## src/rtl/series_pkg.sv

```systemverilog
// Purpose : shared constants, FSM state type and sign-extension helper for the Horner series evaluator.
// Latency : n/a (declarations only).
// Backpressure : n/a.
package series_pkg;

    localparam int DATA_W  = 16;          // x, coefficients, x2, acc, result
    localparam int FRAC    = 10;          // fractional bits of x/x2/acc/result
    localparam int CFRAC   = 10;          // fractional bits of a ROM coefficient
    localparam int N_TERMS = 7;           // ROM entries walked, N_TERMS-1 .. 0
    localparam int PROD_W  = 2 * DATA_W;  // full-precision product width

    localparam logic signed [DATA_W-1:0] ONE      = DATA_W'(1 << FRAC);
    localparam logic [2:0]               LAST_IDX = 3'(N_TERMS - 1);
    localparam logic [2:0]               IDLE_SEL = 3'd7;  // ROM entry 7 reads as 0

    typedef enum logic [1:0] {
        IDLE,
        SQUARE,
        ITER
    } state_t;

    // Sign-extend a DATA_W operand to product width so multiplies keep every bit.
    function automatic logic signed [PROD_W-1:0] sext(input logic signed [DATA_W-1:0] v);
        return {{DATA_W{v[DATA_W-1]}}, v};
    endfunction

endpackage

```

## src/rtl/series_eval_fsm_if.sv

```systemverilog
// Purpose : start/busy/done handshake, operand/result and ROM address/data bundle of the series evaluator.
// Latency : n/a (wiring only).
// Backpressure : none; start is only honoured while the evaluator is idle.
// Ports: start, x_in (controller -> evaluator); busy, done, result (evaluator -> controller);
//        rom_select (evaluator -> ROM); rom_coef (ROM -> evaluator, combinational from rom_select).
interface series_eval_fsm_if;
    import series_pkg::*;

    logic                     start;
    logic signed [DATA_W-1:0] x_in;
    logic [2:0]               rom_select;
    logic signed [DATA_W-1:0] rom_coef;
    logic                     busy;
    logic                     done;
    logic signed [DATA_W-1:0] result;

    // Controller / ROM side
    modport master (
        output start, x_in, rom_coef,
        input  rom_select, busy, done, result
    );

    // Evaluator side
    modport slave (
        input  start, x_in, rom_coef,
        output rom_select, busy, done, result
    );

endinterface

```

## src/rtl/sat_reduce.sv

```systemverilog
// Purpose : reduce a PROD_W signed value to DATA_W, saturating when SERIES_EVAL_SAT_EN is defined, else wrapping.
// Latency : combinational.
// Backpressure : n/a.
// Ports: din_i (PROD_W signed in), dout_o (DATA_W signed out). Macro: SERIES_EVAL_SAT_EN.
module sat_reduce
    import series_pkg::*;
(
    input  logic signed [PROD_W-1:0] din_i,
    output logic signed [DATA_W-1:0] dout_o
);

`ifdef SERIES_EVAL_SAT_EN
    // The value fits when every bit from the DATA_W sign position upward agrees.
    logic fits;
    assign fits = (&din_i[PROD_W-1:DATA_W-1]) | ~(|din_i[PROD_W-1:DATA_W-1]);

    always_comb begin
        dout_o = din_i[DATA_W-1:0];
        if (!fits) begin
            dout_o = din_i[PROD_W-1] ? {1'b1, {(DATA_W-1){1'b0}}}
                                     : {1'b0, {(DATA_W-1){1'b1}}};
        end
    end
`else
    // Two's-complement wrap: the upper half is simply discarded.
    logic unused_hi;
    assign unused_hi = ^din_i[PROD_W-1:DATA_W];
    assign dout_o    = din_i[DATA_W-1:0];
`endif

endmodule

```

## src/rtl/series_eval_fsm.sv

```systemverilog
// Purpose : Horner-scheme series evaluator: latches x, forms x2, walks ROM 6..0 with acc <- ONE + p*acc.
// Latency : start accepted at edge E -> done pulse registered at edge E+9; back-to-back restart in the done cycle.
// Backpressure : start ignored while busy (no queueing); optional saturation via SERIES_EVAL_SAT_EN.
// Ports: clk, rst_n (sync, active-low); bus (slave modport: start, x_in, rom_coef in;
//        rom_select, busy, done, result out).
module series_eval_fsm
    import series_pkg::*;
(
    input  logic             clk,
    input  logic             rst_n,
    series_eval_fsm_if.slave bus
);

    state_t                   state_q, state_d;
    logic                     sq_ph_q, sq_ph_d;
    logic signed [DATA_W-1:0] x_q, x_d;
    logic signed [DATA_W-1:0] x2_q, x2_d;
    logic signed [DATA_W-1:0] acc_q, acc_d;
    logic signed [DATA_W-1:0] result_q, result_d;
    logic [2:0]               sel_q, sel_d;
    logic                     busy_q, busy_d;
    logic                     done_q, done_d;

    // ------------------------------------------------------------------
    // MAC datapath
    // ------------------------------------------------------------------
    logic signed [PROD_W-1:0] sq_prod, sq_shift;
    logic signed [PROD_W-1:0] p_prod, p_shift;
    logic signed [PROD_W-1:0] mac_prod, acc_sum;
    logic signed [DATA_W-1:0] x2_red, p_red, acc_red;

    assign sq_prod  = sext(x_q) * sext(x_q);
    assign sq_shift = sq_prod >>> FRAC;

    assign p_prod   = sext(bus.rom_coef) * sext(x2_q);
    assign p_shift  = p_prod >>> CFRAC;

    // p is reduced to DATA_W before it meets acc.
    assign mac_prod = sext(p_red) * sext(acc_q);
    assign acc_sum  = sext(ONE) + (mac_prod >>> FRAC);

    sat_reduce u_x2_red  (.din_i(sq_shift), .dout_o(x2_red));
    sat_reduce u_p_red   (.din_i(p_shift),  .dout_o(p_red));
    sat_reduce u_acc_red (.din_i(acc_sum),  .dout_o(acc_red));

    // ------------------------------------------------------------------
    // State register
    // ------------------------------------------------------------------
    always_ff @(posedge clk) begin
        if (!rst_n) begin
            state_q  <= IDLE;
            sq_ph_q  <= 1'b0;
            x_q      <= '0;
            x2_q     <= '0;
            acc_q    <= '0;
            result_q <= '0;
            sel_q    <= IDLE_SEL;
            busy_q   <= 1'b0;
            done_q   <= 1'b0;
        end else begin
            state_q  <= state_d;
            sq_ph_q  <= sq_ph_d;
            x_q      <= x_d;
            x2_q     <= x2_d;
            acc_q    <= acc_d;
            result_q <= result_d;
            sel_q    <= sel_d;
            busy_q   <= busy_d;
            done_q   <= done_d;
        end
    end

    // ------------------------------------------------------------------
    // Next-state / control
    // ------------------------------------------------------------------
    always_comb begin
        state_d  = state_q;
        sq_ph_d  = sq_ph_q;
        x_d      = x_q;
        x2_d     = x2_q;
        acc_d    = acc_q;
        result_d = result_q;
        sel_d    = sel_q;
        busy_d   = busy_q;
        done_d   = 1'b0;             // done is a single-cycle pulse

        unique case (state_q)
            IDLE: begin
                if (bus.start) begin
                    x_d     = bus.x_in;
                    busy_d  = 1'b1;
                    sq_ph_d = 1'b0;
                    state_d = SQUARE;
                end
            end

            // SQUARE spends two cycles: x2 is registered first, then acc and
            // the ROM address are primed, so the square multiplier never sits
            // in the same combinational path as the coefficient MAC.
            SQUARE: begin
                if (!sq_ph_q) begin
                    x2_d    = x2_red;
                    sq_ph_d = 1'b1;
                end else begin
                    acc_d   = ONE;
                    sel_d   = LAST_IDX;
                    sq_ph_d = 1'b0;
                    state_d = ITER;
                end
            end

            ITER: begin
                acc_d = acc_red;
                if (sel_q != 3'd0) begin
                    sel_d = sel_q - 3'd1;
                end else begin
                    result_d = acc_red;
                    done_d   = 1'b1;
                    busy_d   = 1'b0;
                    sel_d    = IDLE_SEL;
                    state_d  = IDLE;
                end
            end

            default: begin
                state_d = IDLE;
            end
        endcase
    end

    assign bus.rom_select = sel_q;
    assign bus.busy       = busy_q;
    assign bus.done       = done_q;
    assign bus.result     = result_q;

endmodule

```

## src/flat_wrapper.sv

```systemverilog
// flat-port wrapper written by rule: the top's interface ports become plain ports
module series_eval_fsm_flat import series_pkg::*;
  (clk, rst_n, bus_start, bus_x_in, bus_rom_coef, bus_rom_select, bus_busy, bus_done, bus_result);
  series_eval_fsm_if bus_i ();
  input  logic clk;
  input  logic rst_n;
  input wire logic [$bits(bus_i.start)-1:0] bus_start;
  input wire logic [$bits(bus_i.x_in)-1:0] bus_x_in;
  input wire logic [$bits(bus_i.rom_coef)-1:0] bus_rom_coef;
  output wire logic [$bits(bus_i.rom_select)-1:0] bus_rom_select;
  output wire logic [$bits(bus_i.busy)-1:0] bus_busy;
  output wire logic [$bits(bus_i.done)-1:0] bus_done;
  output wire logic [$bits(bus_i.result)-1:0] bus_result;
  assign bus_i.start = bus_start;
  assign bus_i.x_in = bus_x_in;
  assign bus_i.rom_coef = bus_rom_coef;
  assign bus_rom_select = bus_i.rom_select;
  assign bus_busy = bus_i.busy;
  assign bus_done = bus_i.done;
  assign bus_result = bus_i.result;
  series_eval_fsm u_core (.clk(clk), .rst_n(rst_n), .bus(bus_i));
endmodule
```

## config.mk

```make
export PLATFORM = sky130hd
export DESIGN_NAME = series_eval_fsm_flat
export DESIGN_NICKNAME = d
export VERILOG_FILES = /design/src/rtl/series_pkg.sv /design/src/rtl/series_eval_fsm_if.sv /design/src/rtl/sat_reduce.sv /design/src/rtl/series_eval_fsm.sv /design/src/flat_wrapper.sv
export SDC_FILE = /design/constraint.sdc
export NUM_CORES = 2
export LEC_CHECK = 0
export BUFFER_PORTS_ARGS = -buffer_cell sky130_fd_sc_hd__buf_2
export CAP_MARGIN = 20
export CORE_MARGIN = 2
export CORE_UTILIZATION = 58
export CTS_CLUSTER_DIAMETER = 150
export DETAILED_ROUTE_END_ITERATION = 16
export GPL_TIMING_DRIVEN = 0
export PLACE_DENSITY = 0.85
export SYNTH_ARGS = -nofsm -noshare
export SYNTH_HDL_FRONTEND = slang
export SYNTH_SLANG_ARGS = --single-unit
```

## constraint.sdc

```tcl
create_clock -name clk -period 34.4 [get_ports clk]
set_input_delay 3.44 -clock clk [delete_from_list [all_inputs] [get_ports clk]]
set_output_delay 3.44 -clock clk [all_outputs]
set_load 0.05 [all_outputs]
```

==> qor.csv <==
stage,metric,value,unit
drt,drc,0,
cells_and_area,finalCoreUtilization,61.4,%
sta,max_slew_margin,28.6,%
clock_tree,root_buffer,clkbuf_16,
die,io_pins,56,
yosys,synthAdderAreaFrac,57.9,%
grt,first_global_vias,21724,
run_status,status,"complete, no violations",
yosys,synth_compound_area_share,4.62,%
critical_path,r2r_cells,45,
critical_path,arrival,17.09,ns
die,die_x,214,µm
yosys,synth-simple-area-share,15.9,%
grt,grt_pass1_wl,109000,µm
sta,tns,0,ns
placement,gp_congestion,0.977,
drt,vias,19396,
die,rows,77,
die,initial_core_util,58.4,%
critical_path,rr_startpoint,u_core.x2_q[1]$_SDFFE_PN0P_,
clock_tree,clk_pin_slew_worst_paths,0.06,ns
critical_path,reg2reg_slack,20.36,ns
job,maxCapViolCount,0,
critical_path,reg2reg_to,u_core.acc_q[15]$_SDFFE_PN0P_,
critical_path,crit_fanout,10,
cells_and_area,drive_above_1_share,3.04,%
cells_and_area,n_fill_cell,3530,
sta,rsz0062_at_grt,no,
grt,grt_max_degree,15,
yosys,syn_area,0.0257,mm²
yosys,syn_nets,3688,
hold_path,hold_path_depth,2,
hold_path,hp-class,flop to flop,
sta,maxSlewViolCount,0,
drt,drt_first_iter_violations,1580,
sta,skew,0.0143,ns
yosys,synth_seq_cells,72,
sta,fin_crit,16.85,ns
sta,finalSetupViolations,0,
critical_path,required,34.64,ns
sta,worstMarginPinSlew,1.07,ns
sta,finalHoldViolations,0,
die,coreArea,0.0439,mm²
die,die_y,214,µm
yosys,syn_inst,2826,
clock_tree,cts_buffers,9,
critical_path,critPathCaptureType,flop,
drt,drtPass1Iterations,5,
grt,grt-ovfl-total,0,
yosys,postSynthAreaPerCell,9.08,µm²
drt,wl_per_cell,18.6,µm
placement,io_buffer_count,54,
yosys,synth_edf_count,0,
grt,antenna_found_initial,2,
cells_and_area,regArea,0.00144,mm²
drt,vias_per_cell,5.56,
yosys,ys_types,60,
clock_tree,postCtsSetupBuffers,0,
power,vdd_drop_max,0.0468,mV
sta,fmax,59.4,MHz
grt,groute.usage.overall,29.8,%
yosys,async_reset_ff_share,0,%
cells_and_area,area_growth_syn_to_layout,5.12,%
critical_path,path_common_cell,fa_1,
clock_tree,clock_latency,0.35,ns
drt,drtAntennaViolNets,0,
yosys,ys_seq_area_share,5.62,%
hold_path,hold_end,u_core.bus.result[9]$_SDFFE_PN0P_,
drt,wl,64800,µm
cells_and_area,design_area,0.0270,mm²
cells_and_area,multi_input_area,0.0212,mm²
hold_path,hp-start,u_core.bus.result[9]$_SDFFE_PN0P_,
power,power.leakage,12.5,nW
power,p_per_area,27.1,mW/mm²
clock_tree,ctsHoldBuffers,0,
clock_tree,cts_tree,done,
cells_and_area,nNetsFinal,3753,
sta,timing.final.crit_share,49.0,%
cells_and_area,n_antenna_cell,0,
critical_path,setup.worst_path.class,primary input to flop,
yosys,ys.flop_type,dfxtp_1,
critical_path,slowest_delay,0.70,ns
clock_tree,cts_resized,0,
placement,place_area,0.0267,mm²
yosys,synth_xor_xnor_area_share,3.76,%
placement,hpwl,54800,µm
yosys,synth_top_family_by_area,adder cells,
critical_path,startpoint_type,primary input,
clock_tree,cts_max_path_buffers,2,
clock_tree,cts_htree_levels,3,
die,dieArea,0.0460,mm²
yosys,ys.warnings.count,0,
yosys,synthMuxAreaShare,0.166,%
clock_tree,clkSinkCount,72,
critical_path,critPathSlowestCell,xor2_1,
## kinds of logic after synthesis
group | Yosys count
compound gates | 169
xor+xnor | 105
fa+ha+maj | 827
buf+inv | 817
flops | 72
mux | 4
simple gates | 832
## worst max-delay path: cells and delay by family
family,cells,cell delay [ns]
compound gates,10,1.89
xor+xnor,3,1.12
simple gates,10,2.10
fa+ha+maj,14,6.90
buf+inv,8,1.61
## cells in the mapped netlist, types with 8 or more instances
| master | number | area [µm²] |
|---|---|---|
| a21boi_0 | 29 | 218 |
| a21o_1 | 14 | 105 |
| a21oi_1 | 28 | 140 |
| a22oi_1 | 12 | 90.1 |
| and2_1 | 257 | 1610 |
| and3_1 | 10 | 62.6 |
| clkbuf_1 | 104 | 390 |
| dfxtp_1 | 72 | 1440 |
| fa_1 | 603 | 12100 |
| ha_1 | 224 | 2800 |
| inv_1 | 712 | 2670 |
| nand2_1 | 399 | 1500 |
| nand2b_1 | 24 | 150 |
| nand3_1 | 13 | 65.1 |
| nor2_1 | 55 | 206 |
| nor2b_1 | 26 | 163 |
| nor3_1 | 9 | 45.0 |
| o21ai_0 | 35 | 175 |
| o21bai_1 | 8 | 60.1 |
| xnor2_1 | 79 | 692 |
| xor2_1 | 23 | 201 |
## power breakdown
group	internal (W)	switching [W]
Sequential	0.0000873	0.00000804
Combinational	0.000170	0.000367
Clock	0.0000570	0.0000424
## routing by layer
metal	vias to the layer above	global-route usage, %	routed length, µm
met5	-	0	18
met4	2	12.7	3170
met3	249	6.03	6160
met2	998	50.4	31600
met1	9771	37.5	23800
li1	8376	-	-
## per-stage QoR
stage	power (W)	hold WS (ns)	instances	setup slack, ns
after detailed placement	0.000616	0.458	3472	17.47
after global routing	0.000781	0.502	3488	17.03
final	0.000732	0.475	3488	17.55
after global placement	0.000604	0.455	3472	17.76
after floorplan	0.000433	0.451	2826	19.69
after CTS	0.000719	0.478	3488	17.77
## area by class of cell
| class | instances | share of cell area [%] |
|---|---|---|
| Sequential cell | 72 | 5.34 |
| Clock inverter | 7 | 0.287 |
| Clock buffer | 9 | 0.835 |
| Multi-Input combinational cell | 1937 | 78.4 |
| Buffer | 105 | 1.46 |
| Timing Repair Buffer | 54 | 1.00 |
| Tap cell | 592 | 2.75 |
| Inverter | 712 | 9.90 |
## placed cells by master, fill, tap and decap left out, types with 5 or more instances in the layout
master | netlist | layout
o21a_1 | 7 | 7
o21bai_1 | 8 | 8
a21oi_1 | 28 | 28
nor3b_1 | 6 | 6
inv_1 | 712 | 712
or3_1 | 7 | 7
nand2b_1 | 24 | 24
and3_1 | 10 | 10
o211a_1 | 5 | 5
xor2_1 | 23 | 23
a21o_1 | 14 | 14
nand2_1 | 399 | 399
o2111ai_1 | 5 | 5
a21boi_0 | 29 | 29
xnor2_1 | 79 | 79
clkbuf_1 | 104 | 104
nor2b_1 | 26 | 26
ha_1 | 224 | 224
nand3_1 | 13 | 13
a22oi_1 | 12 | 12
nor3_1 | 9 | 9
o21ai_0 | 35 | 35
nor2_1 | 55 | 55
clkbuf_16 | 0 | 9
fa_1 | 603 | 603
dfxtp_1 | 72 | 72
buf_2 | 0 | 54
and2_1 | 257 | 257
nand4_1 | 6 | 6
## registers in the layout, summed over array words and instances (netlist names)
register	count
u_core.state_q	2
u_core.bus.rom_select	3
u_core.sq_ph_q	1
u_core.bus.done	1
u_core.bus.busy	1
u_core.x_q	16
u_core.acc_q	16
u_core.bus.result	16
u_core.x2_q	16
## worst max path at each step
| stage | endpoint | cells after the start | slack [ns] | startpoint |
|---|---|---|---|---|
| after CTS | u_core.acc_q[15]$_SDFFE_PN0P_ | 46 | 17.77 | bus_rom_coef[11] |
| final | u_core.acc_q[15]$_SDFFE_PN0P_ | 45 | 17.55 | bus_rom_coef[10] |
| after floorplan | u_core.acc_q[15]$_SDFFE_PN0P_ | 45 | 19.69 | bus_rom_coef[11] |
| after detailed placement | u_core.acc_q[15]$_SDFFE_PN0P_ | 46 | 17.47 | bus_rom_coef[11] |
| after global routing | u_core.acc_q[15]$_SDFFE_PN0P_ | 48 | 17.03 | bus_rom_coef[8] |
| after global placement | u_core.acc_q[15]$_SDFFE_PN0P_ | 44 | 17.76 | bus_rom_coef[10] |
(Power assumes the default switching activity.)
